## config.mk

```make
export PLATFORM = sky130hd
export DESIGN_NAME = gamma_key_gen
export DESIGN_NICKNAME = d
export VERILOG_FILES = /design/src/rtl/gen_gamma_pkg.sv /design/src/rtl/lfsr_word_step.sv /design/src/rtl/gamma_key_gen.sv
export SDC_FILE = /design/constraint.sdc
export NUM_CORES = 1
export LEC_CHECK = 0
export BUFFER_PORTS_ARGS = -buffer_cell sky130_fd_sc_hd__buf_4
export CORE_MARGIN = 8
export CORE_UTILIZATION = 40
export CTS_BUF_LIST = sky130_fd_sc_hd__clkbuf_8 sky130_fd_sc_hd__clkbuf_16
export CTS_CLUSTER_SIZE = 24
export DETAILED_ROUTE_END_ITERATION = 16
export RECOVER_POWER = 100
export SYNTH_ARGS = -nofsm -noshare
export SYNTH_HDL_FRONTEND = slang
export SYNTH_HIERARCHICAL = 1
export SYNTH_SLANG_ARGS = --single-unit
```

## constraint.sdc

```tcl
create_clock -name clk -period 7.2 [get_ports clk]
set_clock_uncertainty 0.1 [all_clocks]
set_input_delay 0.36 -clock clk [delete_from_list [all_inputs] [get_ports clk]]
set_output_delay 0.36 -clock clk [all_outputs]
set_load 0.05 [all_outputs]
```

## src/rtl/gen_gamma_pkg.sv

```systemverilog
// Shared types, default LFSR constants and a reference word-advance function
// for the gen_gamma keystream path.
package gen_gamma_pkg;

  typedef enum logic [1:0] {IDLE, WARM, RUN, EXPIRED} gamma_state_t;

  localparam int unsigned             DEF_LFSR_W = 16;
  localparam logic [DEF_LFSR_W-1:0]   DEF_TAPS   = 16'hB400;

  // Right-shifting Galois LFSR advanced by 'steps' single-bit steps.
  function automatic logic [DEF_LFSR_W-1:0] lfsr_word(input logic [DEF_LFSR_W-1:0] s_in,
                                                      input int unsigned           steps);
    logic [DEF_LFSR_W-1:0] s;
    s = s_in;
    for (int unsigned i = 0; i < steps; i++) begin
      if (s[0]) s = (s >> 1) ^ DEF_TAPS;
      else      s = s >> 1;
    end
    return s;
  endfunction

endpackage

```

## src/rtl/lfsr_word_step.sv

```systemverilog
// Purely combinational advance of a Galois LFSR by SIZE steps, unrolled
// into a single cycle.
module lfsr_word_step #(
  parameter int unsigned        LFSR_W = 16,
  parameter logic [LFSR_W-1:0]  TAPS   = 16'hB400,
  parameter int unsigned        SIZE   = 8
) (
  input  logic [LFSR_W-1:0] state_i,
  output logic [LFSR_W-1:0] state_o
);

  logic [LFSR_W-1:0] s;

  always_comb begin
    s = state_i;
    for (int unsigned i = 0; i < SIZE; i++) begin
      s = {1'b0, s[LFSR_W-1:1]} ^ (s[0] ? TAPS : '0);
    end
    state_o = s;
  end

endmodule

```

## src/rtl/gamma_key_gen.sv

```systemverilog
// Keystream source: seeded Galois LFSR delivering one SIZE-bit key word per
// valid/ready transfer, with seed warm-up and a mandatory re-key limit.
module gamma_key_gen
  import gen_gamma_pkg::*;
#(
  parameter int unsigned        SIZE         = 8,
  parameter int unsigned        LFSR_W       = DEF_LFSR_W,
  parameter logic [LFSR_W-1:0]  TAPS         = DEF_TAPS,
  parameter int unsigned        WARMUP       = 4,
  parameter int unsigned        REKEY_PERIOD = 256
) (
  input  logic                                clk,
  input  logic                                res,
  input  logic                                seed_load,
  input  logic [LFSR_W-1:0]                   seed,
  input  logic                                key_ready,
  output logic                                key_valid,
  output logic [SIZE-1:0]                     noise_key,
  output logic [$clog2(REKEY_PERIOD+1)-1:0]   key_idx,
  output logic                                rekey_req,
  output logic                                seed_zero
);

  localparam int unsigned       IDX_W     = $clog2(REKEY_PERIOD+1);
  localparam int unsigned       WCNT_W    = (WARMUP == 0) ? 1 : $clog2(WARMUP+1);
  localparam logic [IDX_W-1:0]  IDX_LAST  = IDX_W'(REKEY_PERIOD);
  localparam logic [WCNT_W-1:0] WARM_LAST = WCNT_W'(WARMUP);

  gamma_state_t      state_q, state_d;
  logic [LFSR_W-1:0] lfsr_q, lfsr_d, lfsr_nx, seed_fix;
  logic [SIZE-1:0]   key_q, key_d;
  logic [IDX_W-1:0]  idx_q, idx_d, idx_inc;
  logic [WCNT_W-1:0] wcnt_q, wcnt_d;
  logic              valid_q, valid_d;
  logic              rekey_q, rekey_d;
  logic              zero_q, zero_d;
  logic              xfer, warm_done, last_xfer;

  lfsr_word_step #(
    .LFSR_W (LFSR_W),
    .TAPS   (TAPS),
    .SIZE   (SIZE)
  ) u_step (
    .state_i (lfsr_q),
    .state_o (lfsr_nx)
  );

  assign seed_fix  = (seed == '0) ? {{(LFSR_W-1){1'b0}}, 1'b1} : seed;
  assign xfer      = (state_q == RUN) && valid_q && key_ready;
  assign idx_inc   = idx_q + 1'b1;
  assign warm_done = (wcnt_q == WARM_LAST);
  assign last_xfer = xfer && (idx_inc == IDX_LAST);

  always_ff @(posedge clk or posedge res) begin
    if (res) state_q <= IDLE;
    else     state_q <= state_d;
  end

  always_comb begin
    state_d = state_q;
    if (seed_load) begin
      state_d = WARM;
    end else begin
      unique case (state_q)
        IDLE:    state_d = IDLE;
        WARM:    if (warm_done) state_d = RUN;
        RUN:     if (last_xfer) state_d = EXPIRED;
        EXPIRED: state_d = EXPIRED;
        default: state_d = IDLE;
      endcase
    end
  end

  // A seed load overrides any transfer presented in the same cycle.
  always_comb begin
    lfsr_d  = lfsr_q;
    key_d   = key_q;
    idx_d   = idx_q;
    wcnt_d  = wcnt_q;
    valid_d = valid_q;
    rekey_d = rekey_q;
    zero_d  = zero_q;
    if (seed_load) begin
      lfsr_d  = seed_fix;
      idx_d   = '0;
      wcnt_d  = '0;
      valid_d = 1'b0;
      rekey_d = 1'b0;
      zero_d  = zero_q | (seed == '0);
    end else begin
      unique case (state_q)
        WARM: begin
          lfsr_d = lfsr_nx;
          wcnt_d = wcnt_q + 1'b1;
          if (warm_done) begin
            key_d   = lfsr_nx[SIZE-1:0];
            valid_d = 1'b1;
          end
        end
        RUN: begin
          if (xfer) begin
            idx_d = idx_inc;
            if (last_xfer) begin
              valid_d = 1'b0;
              rekey_d = 1'b1;
            end else begin
              lfsr_d = lfsr_nx;
              key_d  = lfsr_nx[SIZE-1:0];
            end
          end
        end
        default: ;
      endcase
    end
  end

  always_ff @(posedge clk or posedge res) begin
    if (res) begin
      lfsr_q  <= '0;
      key_q   <= '0;
      idx_q   <= '0;
      wcnt_q  <= '0;
      valid_q <= 1'b0;
      rekey_q <= 1'b0;
      zero_q  <= 1'b0;
    end else begin
      lfsr_q  <= lfsr_d;
      key_q   <= key_d;
      idx_q   <= idx_d;
      wcnt_q  <= wcnt_d;
      valid_q <= valid_d;
      rekey_q <= rekey_d;
      zero_q  <= zero_d;
    end
  end

  assign key_valid = valid_q;
  assign noise_key = key_q;
  assign key_idx   = idx_q;
  assign rekey_req = rekey_q;
  assign seed_zero = zero_q;

endmodule
```

==> impl_metrics.py, run 1 <==
metrics = {
    "outcome": {
        "outcome": "finished, violations left",
        "violations": "max-capacitance violations, max-slew violations",
    },
    "layout": {
        "nNetsFinal": 310,
        "final_cells": 364,
        "final_util_pct": 45.43,
        "synthToLayoutAreaGrowth_pct": 12.03,
        "mostFrequentLayoutCells": "dfrtp_1, o311ai_0, nand2_1, clkbuf_1, xnor2_1",
        "n_antenna_cell": 0,
        "fillers": 648,
        "final_common_cell": "dfrtp_1",
        "drive_above_1_share_pct": 15.33,
    },
    "logic_synthesis": {
        "async_flop_share_pct": 100.0,
        "ys_seq_area_share_pct": 40.78,
        "synth_cell_types": 46,
        "synth_nets": 284,
        "synth_area_sq_um": 2516,
        "synth_edf_count": 0,
        "yosysWarningCount": 6,
        "synthCells": 260,
        "synth_area_leader_cell": "dfrtp_1",
        "synth_top_area_share_pct": 40.78,
        "synth_top_flop_cell": "dfrtp_1",
        "netlist_top_cells_area": "dfrtp_1, o311ai_0, xnor2_1",
        "ys_ff_latch": 41,
        "postSynthAreaPerCell_sq_um": 9.678,
    },
    "min_path": {
        "hold_depth": 3,
        "hold_class": "primary input to flip-flop",
    },
    "critical_path": {
        "reg2regPathDepth": 6,
        "worst_ep_arrival_time_ns": 3.23,
        "worstSetupPathType": "primary input to flip-flop",
        "critical_path.startpoint_type": "primary input",
        "worstPathRequired_ns": 7.29,
        "cp-end-kind": "flip-flop",
        "crit_path_max_fanout": 65,
    },
    "clock_network": {
        "clk_latency_ns": 0.30,
        "cts_root_buffer": "clkbuf_8",
        "post_cts_buffers": 0,
        "h-tree-depth": 2,
        "cts.sinks": 41,
        "cts_buffer_depth": 2,
        "tritoncts": "built",
        "cts_resized": 0,
        "numCtsBuffers": 5,
        "hold_buffers": 0,
        "clk_pin_slew_ns": 0.09,
    },
    "routing": {
        "wl_met1_mm": 2.737,
        "dr_total_vias": 1969,
        "finalWirelength_mm": 5.883,
        "topRoutingLayerUsed": "met4",
        "ant_nets": 0,
        "dr_wl_met3_microns": 314,
        "drc_errors": 0,
        "dr.pass1.iters": 4,
        "dr_wl_met2_mm": 2.769,
        "routed_via_density": 5.409,
        "wl_per_cell_microns": 16.16,
        "drt_iter0_drc": 93,
    },
    "sta": {
        "worst_slew_pin_slew_ns": 2.545,
        "min_period_over_period_pct": 43.64,
        "rsz0062_at_grt": "no",
        "hold_viol_final": 0,
        "relSlewSlack_pct": -69.70,
        "max_freq_mhz": 318.3,
        "fin_tns_setup_ns": 0,
        "setup_viol": 0,
        "maxSlewViolCount": 108,
        "worst_hold_slack_ns": 0.1728,
        "period_minus_slack_ns": 3.142,
    },
    "die": {
        "core.rowCount": 29,
        "initial_core_util_pct": 40.55,
        "die_area_sq_um": 9084,
        "boundaryPins": 40,
        "die_w_microns": 95.31,
        "die_h_microns": 95.31,
        "core_area_sq_um": 6205,
    },
    "flow_run": {
        "maxCapViolations": 2,
    },
    "power": {
        "clock_power_share_pct": 18.6,
        "power.total_w": 0.001032,
        "powerDensity_nw_per_um2": 366.0,
        "net-switching-power_w": 0.0004190,
        "p_leak_nw": 1.164,
        "ir_worst_vdd_mv": 0.1855,
        "p_sw_share_pct": 40.61,
        "p_seq_share_pct": 36.5,
        "combPwrFrac_pct": 44.9,
        "p_int_w": 0.0006128,
    },
    "placement": {
        "port-buffer-count": 39,
        "place.gp.congestion": 0.7885,
        "hpwlAfterDp_mm": 4.182,
        "place_inst": 356,
    },
    "global_routing": {
        "grt_max_degree": 66,
        "grt_pass1_vias": 2030,
        "grt_usage_pct": 14.06,
        "grt_pass1_wl_mm": 10.11,
        "antenna_found_initial": 0,
        "grt-ovfl-total": 0,
    },
}
[path summary, 6_finish.rpt]
check                           start           end  slack, ns
min reg2reg                 seed_zero     seed_zero       0.37
min                           seed[2]     lfsr_q[2]       0.17
max in group asynchronous         res     lfsr_q[1]       4.88
max reg2reg                key_idx[0]     lfsr_q[9]       4.19
max                         seed_load  noise_key[0]       4.06
min in group asynchronous         res  noise_key[6]       0.81
[Yosys cell counts (8+ instances only)]
master,n
nand2_1,22
clkbuf_1,13
inv_1,18
nor2b_1,15
o311ai_0,20
o311ai_1,10
xnor2_1,20
mux2_2,8
dfrtp_1,41
nor2_1,18
xor2_1,10
[registers in the layout, summed over array words and instances (netlist names)]
| name | cells |
|---|---|
| lfsr_q | 16 |
| key_idx | 9 |
| noise_key | 8 |
| wcnt_q | 3 |
| state_q | 2 |
| key_valid | 1 |
| rekey_req | 1 |
| seed_zero | 1 |
[power groups by stage]
stage          sequential [W]  clock [W]  combinational, W
3_3_place_gp         0.000380          0          0.000493
4_1_cts              0.000378   0.000196          0.000500
5_1_grt              0.000388   0.000206          0.000514
3_5_place_dp         0.000382          0          0.000497
6_report             0.000376   0.000192          0.000464
2_1_floorplan        0.000430          0          0.000350
[cell families after synthesis]
| kind of cell | after synthesis | share of synthesized area (%) |
|---|---|---|
| xor gates and xnor gates | 32 | 11.74 |
| and+or+nand+nor | 86 | 18.00 |
| DFF | 41 | 40.78 |
| muxes | 8 | 3.580 |
| adders and majority gates | 4 | 1.989 |
| AOI/OAI and AO/OA | 50 | 17.01 |
| buffers and inverters | 39 | 6.912 |
[cell type report]
cell class	count	area, sq um	share of cell area (%)
Inverter	18	67.56	2.397
Sequential cell	41	1026	36.40
Clock buffer	5	68.82	2.441
Multi-Input combinational cell	180	1296	45.98
Timing Repair Buffer	40	217.7	7.723
Tap cell	77	96.34	3.418
Clock inverter	3	46.29	1.642
[metrics by stage]
step	instance area [sq um]	worst slack, ns
after floorplan	2516	4.355
after global placement	2806	4.510
after detailed placement	2806	4.422
after CTS	2922	4.409
after global routing	2819	3.728
final	2819	4.058
[per-layer routing]
| metal | global-route usage, % | vias to the layer above |
|---|---|---|
| met3 | 4.173 | 6 |
| li1 | - | 981 |
| met5 | 0 | - |
| met1 | 18.16 | 946 |
| met4 | 4.031 | 0 |
| met2 | 22.21 | 36 |
[critical path, cell delays in order]
cell and delay, ns:
clkbuf_1 1.77, a311oi_1 0.60, mux2_2 0.47
No activity file was read; power rests on OpenSTA's default activity.
==> inputs of run 2 (changes only) <==
clock period = 2.7 ns   (was 7.2 ns; I/O delays follow)
==> run 2 against run 1 <==
The run ends with negative hold slack left. Clock power rose to 2.6 times the previous value. Sequential share of layout area shrank 2.5 points. Power increased to 2.7 times the previous value. Worst setup slack worse by 3.9 ns. Critical path depth up 2. Critical path type is now flip-flop to flip-flop. Largest power group unchanged. Highest routed layer unchanged.
==> impl_metrics.py, run 2 (same netlist as run 1, synthesis figures left out) <==
metrics = {
    "critical_path": {
        "worstPathRequired_ns": 2.78,
        "critical_path.startpoint_type": "flip-flop",
        "crit_family": "compound AO/OA/AOI/OAI gates",
        "reg2reg_to": "lfsr_q[1]",
        "cp-end-kind": "flip-flop",
        "crit_path_max_fanout": 16,
        "r2r-start": "key_idx[4]",
        "worst_ep_arrival_time_ns": 2.63,
        "path_cells": "nand2_4, or4_4, a221o_2, o31a_4, o311a_2",
        "reg2regPathDepth": 5,
        "slowest_stage": "dfrtp_1",
        "path_buf_inv": 0,
        "reg2reg_slack_ns": 0.15,
        "worstSetupPathType": "flip-flop to flip-flop",
        "cpPeakStageDelay_ns": 0.52,
    },
    "sta": {
        "period_minus_slack_ns": 2.552,
        "max_freq_mhz": 391.9,
        "min_period_over_period_pct": 94.50,
        "maxSlewViolCount": 0,
        "rsz0062_at_grt": "no",
        "worst_hold_slack_ns": -0.01194,
        "worst_slew_pin_slew_ns": 0.8813,
        "relSlewSlack_pct": 41.18,
        "hold_viol_final": 1,
        "fin_tns_setup_ns": 0,
        "setup_viol": 0,
    },
    "global_routing": {
        "grt_usage_pct": 14.17,
        "grt-ovfl-total": 0,
        "grt_pass1_wl_mm": 10.11,
        "grt_max_degree": 66,
        "grt_pass1_vias": 2116,
        "antenna_found_initial": 0,
    },
    "clock_network": {
        "h-tree-depth": 2,
        "post_cts_buffers": 0,
        "clk_latency_ns": 0.30,
        "clk_pin_slew_ns": 0.08,
        "numCtsBuffers": 5,
        "cts.sinks": 41,
        "tritoncts": "built",
        "cts_buffer_depth": 2,
        "cts_root_buffer": "clkbuf_8",
    },
    "die": {
        "core.rowCount": 29,
        "die_area_sq_um": 9084,
        "boundaryPins": 40,
        "die_h_microns": 95.31,
        "core_area_sq_um": 6205,
        "die_w_microns": 95.31,
        "initial_core_util_pct": 40.55,
    },
    "layout": {
        "top_register": "lfsr_q",
        "final_cells": 388,
        "synthToLayoutAreaGrowth_pct": 20.98,
        "fillers": 600,
        "final_common_cell": "dfrtp_1",
        "nNetsFinal": 334,
        "mostFrequentLayoutCells": "dfrtp_1, buf_4, clkbuf_1",
        "drive_above_1_share_pct": 19.94,
        "n_antenna_cell": 0,
        "largest_reg_flops": 16,
    },
    "routing": {
        "routed_via_density": 5.338,
        "finalWirelength_mm": 6.034,
        "dr_total_vias": 2071,
        "wl_per_cell_microns": 15.55,
        "drc_errors": 0,
        "ant_nets": 0,
        "dr.pass1.iters": 4,
        "drt_iter0_drc": 74,
    },
    "min_path": {
        "min_to": "lfsr_q[12]",
        "hold_class": "primary input to flip-flop",
        "hold_depth": 3,
        "holdCritStartpoint": "seed[12]",
    },
    "flow_run": {
        "maxCapViolations": 0,
    },
    "placement": {
        "place.gp.congestion": 0.8331,
        "place_inst": 367,
        "port-buffer-count": 39,
        "hpwlAfterDp_mm": 4.430,
    },
    "outcome": {
        "violations": "negative hold slack",
        "outcome": "finished, violations left",
    },
    "power": {
        "ir_worst_vdd_mv": 0.4624,
        "powerDensity_nw_per_um2": 917.5,
        "p_leak_nw": 1.279,
    },
}
## run 2: cell count changes in the layout (fill, tap and decap cells not counted), moves of 5 or more
cell           change
dfrtp_1            -5
dfrtp_2            +5
o311ai_0           -6
buf_4              +9
dlygate4sd3_1     +13
o311ai_1           +6
## run 2: power by group
group	total (W)	switching [W]	internal, W
clock network	0.000500	0.000229	0.000271
logic	0.00129	0.000704	0.000588
registers	0.00100	0.000198	0.000803
total	0.00279	0.00113	0.00166
## run 2: how the worst max path moves through the flow
stage / startpoint / to / cells after the start
floorplan: key_idx[4] / lfsr_q[0] / 6
global placement: key_idx[4] / lfsr_q[9] / 6
detailed placement: key_idx[4] / lfsr_q[12] / 5
CTS: key_idx[4] / lfsr_q[12] / 5
global route: key_idx[0] / lfsr_q[10] / 7
finish: key_idx[4] / lfsr_q[1] / 5
## run 2: metal layers
layer | track usage [%] | wire, microns
met2 | 24.22 | 2922
met1 | 17.30 | 2755
met3 | 3.701 | 303
met4 | 3.511 | 52
met5 | 0 | 0
## run 2: layout make-up
cell class	count	area, sq um	share of cell area (%)
clock buffers	5	68.82	2.261
flip-flops and latches	41	1032	33.91
well taps	77	96.34	3.165
repair buffers	64	424.2	13.93
multi-input cells	180	1316	43.24
inverters	18	67.56	2.219
clock inverters	3	38.79	1.274
## run 2: through the flow
stage	power, W	area [sq um]	worst slack [ns]	util, %
floorplan	0.002078	2522	0.02133	-
global placement	0.002361	2895	0.1826	46.66
detailed placement	0.002365	2895	0.1496	46.66
CTS	0.002891	3133	0.1279	50.49
global route	0.002991	3044	0.0008282	49.06
finish	0.002793	3044	0.1484	49.06
## run 2: worst register-to-register path, cell delays in order, from the launching register on
cell     delay (ns)
dfrtp_1        0.52
nand2_4        0.11
or4_4          0.52
a221o_2        0.45
o31a_4         0.38
o311a_2        0.35
## run 2: what timing repair did
item	4_1_cts	5_1_grt
hold buffers	13	0
gates resized for setup	0	3
setup endpoints to repair	0	3
endpoints found under the hold margin	33	0
==> inputs of run 3 (changes only) <==
MAX_ROUTING_LAYER = met4   (was default)
SETUP_SLACK_MARGIN = 0.1   (was default)
clock period = 2.49 ns   (was 2.7 ns; I/O delays follow)
==> run 3 against run 2 <==
The flow now finishes without violations. Count of clock-buffer cells in the layout stayed put. Design area is 6.3% higher. Die area stayed put. Power is 11% higher. Register-to-register slack worse by 0.05 ns. Utilization is 3.1 points higher. Sequential power is 9% higher. Combinational power is 13% higher. Worst hold slack better by 0.033 ns. Non-clock buffer count is 14 higher. Largest cell class unchanged.
==> impl_metrics.py, run 3 (same netlist as run 1, synthesis figures left out) <==
metrics = {
    "routing": {
        "dr.pass1.iters": 4,
        "drc_errors": 0,
        "dr_total_vias": 2157,
        "ant_nets": 0,
        "wl_per_cell_microns": 16.75,
        "routed_via_density": 5.352,
        "finalWirelength_mm": 6.752,
        "drt_iter0_drc": 89,
    },
    "global_routing": {
        "grt_usage_pct": 15.99,
        "grt_max_degree": 66,
        "grt_pass1_vias": 2237,
        "antenna_found_initial": 0,
        "grt-ovfl-total": 0,
        "grt_pass1_wl_mm": 11.14,
    },
    "critical_path": {
        "r2r-start": "key_idx[1]",
        "reg2reg_to": "lfsr_q[8]",
        "crit_path_max_fanout": 8,
        "cp-end-kind": "flip-flop",
        "critical_path.startpoint_type": "flip-flop",
        "reg2reg_slack_ns": 0.10,
        "path_buf_inv": 1,
        "path_cells": "ha_4, buf_4, xnor2_2, nand3_2, a221o_2, o31a_2, o311ai_0",
        "worstSetupPathType": "flip-flop to flip-flop",
        "slowest_stage": "dfrtp_2",
        "cpPeakStageDelay_ns": 0.44,
        "crit_family": "compound AO/OA/AOI/OAI gates",
        "reg2regPathDepth": 7,
        "worst_ep_arrival_time_ns": 2.47,
        "worstPathRequired_ns": 2.57,
    },
    "sta": {
        "min_period_over_period_pct": 95.90,
        "rsz0062_at_grt": "yes",
        "maxSlewViolCount": 0,
        "worst_hold_slack_ns": 0.02057,
        "max_freq_mhz": 418.8,
        "relSlewSlack_pct": 54.14,
        "period_minus_slack_ns": 2.388,
        "setup_viol": 0,
        "hold_viol_final": 0,
        "worst_slew_pin_slew_ns": 0.6807,
    },
    "die": {
        "die_h_microns": 95.31,
        "core_area_sq_um": 6205,
        "die_w_microns": 95.31,
        "boundaryPins": 40,
        "core.rowCount": 29,
        "die_area_sq_um": 9084,
        "initial_core_util_pct": 40.55,
    },
    "power": {
        "p_seq_share_pct": 35.1,
        "p_sw_share_pct": 40.79,
        "clock_power_share_pct": 17.8,
        "p_int_w": 0.001837,
        "combPwrFrac_pct": 47.1,
        "net-switching-power_w": 0.001265,
        "powerDensity_nw_per_um2": 958.7,
        "p_leak_nw": 1.351,
        "ir_worst_vdd_mv": 0.5085,
    },
    "clock_network": {
        "clk_latency_ns": 0.29,
        "cts_buffer_depth": 2,
        "numCtsBuffers": 5,
        "tritoncts": "built",
        "cts_root_buffer": "clkbuf_8",
        "clk_pin_slew_ns": 0.09,
        "h-tree-depth": 2,
        "cts.sinks": 41,
    },
    "layout": {
        "drive_above_1_share_pct": 26.38,
        "final_common_cell": "buf_4",
        "top_register": "lfsr_q",
        "n_antenna_cell": 0,
        "synthToLayoutAreaGrowth_pct": 28.59,
        "mostFrequentLayoutCells": "buf_4, dfrtp_1, clkbuf_1",
        "largest_reg_flops": 16,
        "fillers": 575,
        "nNetsFinal": 349,
        "final_area_sq_um": 3236,
    },
    "outcome": {
        "outcome": "completed",
    },
    "min_path": {
        "min_to": "lfsr_q[9]",
        "hold_depth": 3,
        "holdCritStartpoint": "seed[9]",
        "hold_class": "primary input to flip-flop",
    },
    "placement": {
        "place.gp.congestion": 0.7993,
        "dpl_cell_area_sq_um": 2937,
        "port-buffer-count": 39,
        "hpwlAfterDp_mm": 4.495,
    },
    "flow_run": {
        "maxCapViolations": 0,
    },
}
-- run 3: per-layer routing --
layer	GRT usage (%)	wire, microns
met4	4.681	110
met5	-	0
met2	26.70	3373
met1	19.42	3016
met3	2.520	251
-- run 3: repair_timing --
action	CTS	global route
hold buffers	14	0
hold endpoints to repair	29	0
setup endpoints to repair	11	24
gates resized for setup	6	14
cloned	1	0
pin swaps	4	3
setup buffers	11	1
-- run 3: worst max-delay path by stage --
stage,start,to,slack (ns),cells after the start
detailed placement,key_idx[1],lfsr_q[0],0.04,6
global placement,key_idx[1],lfsr_q[0],0.04,6
global route,key_idx[1],lfsr_q[8],0.02,6
finish,key_idx[1],lfsr_q[8],0.10,7
CTS,key_idx[4],lfsr_q[1],0.10,5
floorplan,key_idx[3],lfsr_q[0],-0.07,7
-- run 3: stage by stage --
| stage | std cells | utilization, % | TNS [ns] | setup slack (ns) | total power [W] |
|---|---|---|---|---|---|
| after floorplan | 260 | - | -0.6146 | -0.07260 | 0.002256 |
| after global placement | 368 | 47.33 | 0 | 0.04252 | 0.002554 |
| after detailed placement | 368 | 47.33 | 0 | 0.03839 | 0.002554 |
| after CTS | 402 | 53.24 | 0 | 0.1028 | 0.003163 |
| after global routing | 403 | 52.15 | 0 | 0.02387 | 0.003314 |
| final | 403 | 52.15 | 0 | 0.1020 | 0.003102 |
-- run 3: cell type report --
type | count | area, sq um | area share (%)
sequential | 41 | 1036 | 32.02
timing repair buffer | 78 | 545.5 | 16.86
multi-input combinational | 181 | 1375 | 42.50
tap | 77 | 96.34 | 2.978
inverter | 18 | 67.56 | 2.088
clock buffer | 5 | 68.82 | 2.127
clock inverter | 3 | 46.29 | 1.431
-- run 3: worst register-to-register path, stage by stage (launching register included) --
cell      delay [ns]
dfrtp_2         0.44
ha_4            0.18
buf_4           0.15
xnor2_2         0.17
nand3_2         0.10
a221o_2         0.41
o31a_2          0.42
o311ai_0        0.31
-- run 3: power by group through the flow --
stage / sequential, W / combinational (W) / clock (W)
detailed placement: 0.00110 / 0.00145 / 0
global placement: 0.00110 / 0.00145 / 0
finish: 0.00109 / 0.00146 / 0.000552
global route: 0.00112 / 0.00160 / 0.000592
floorplan: 0.00124 / 0.00101 / 0
CTS: 0.00109 / 0.00151 / 0.000565
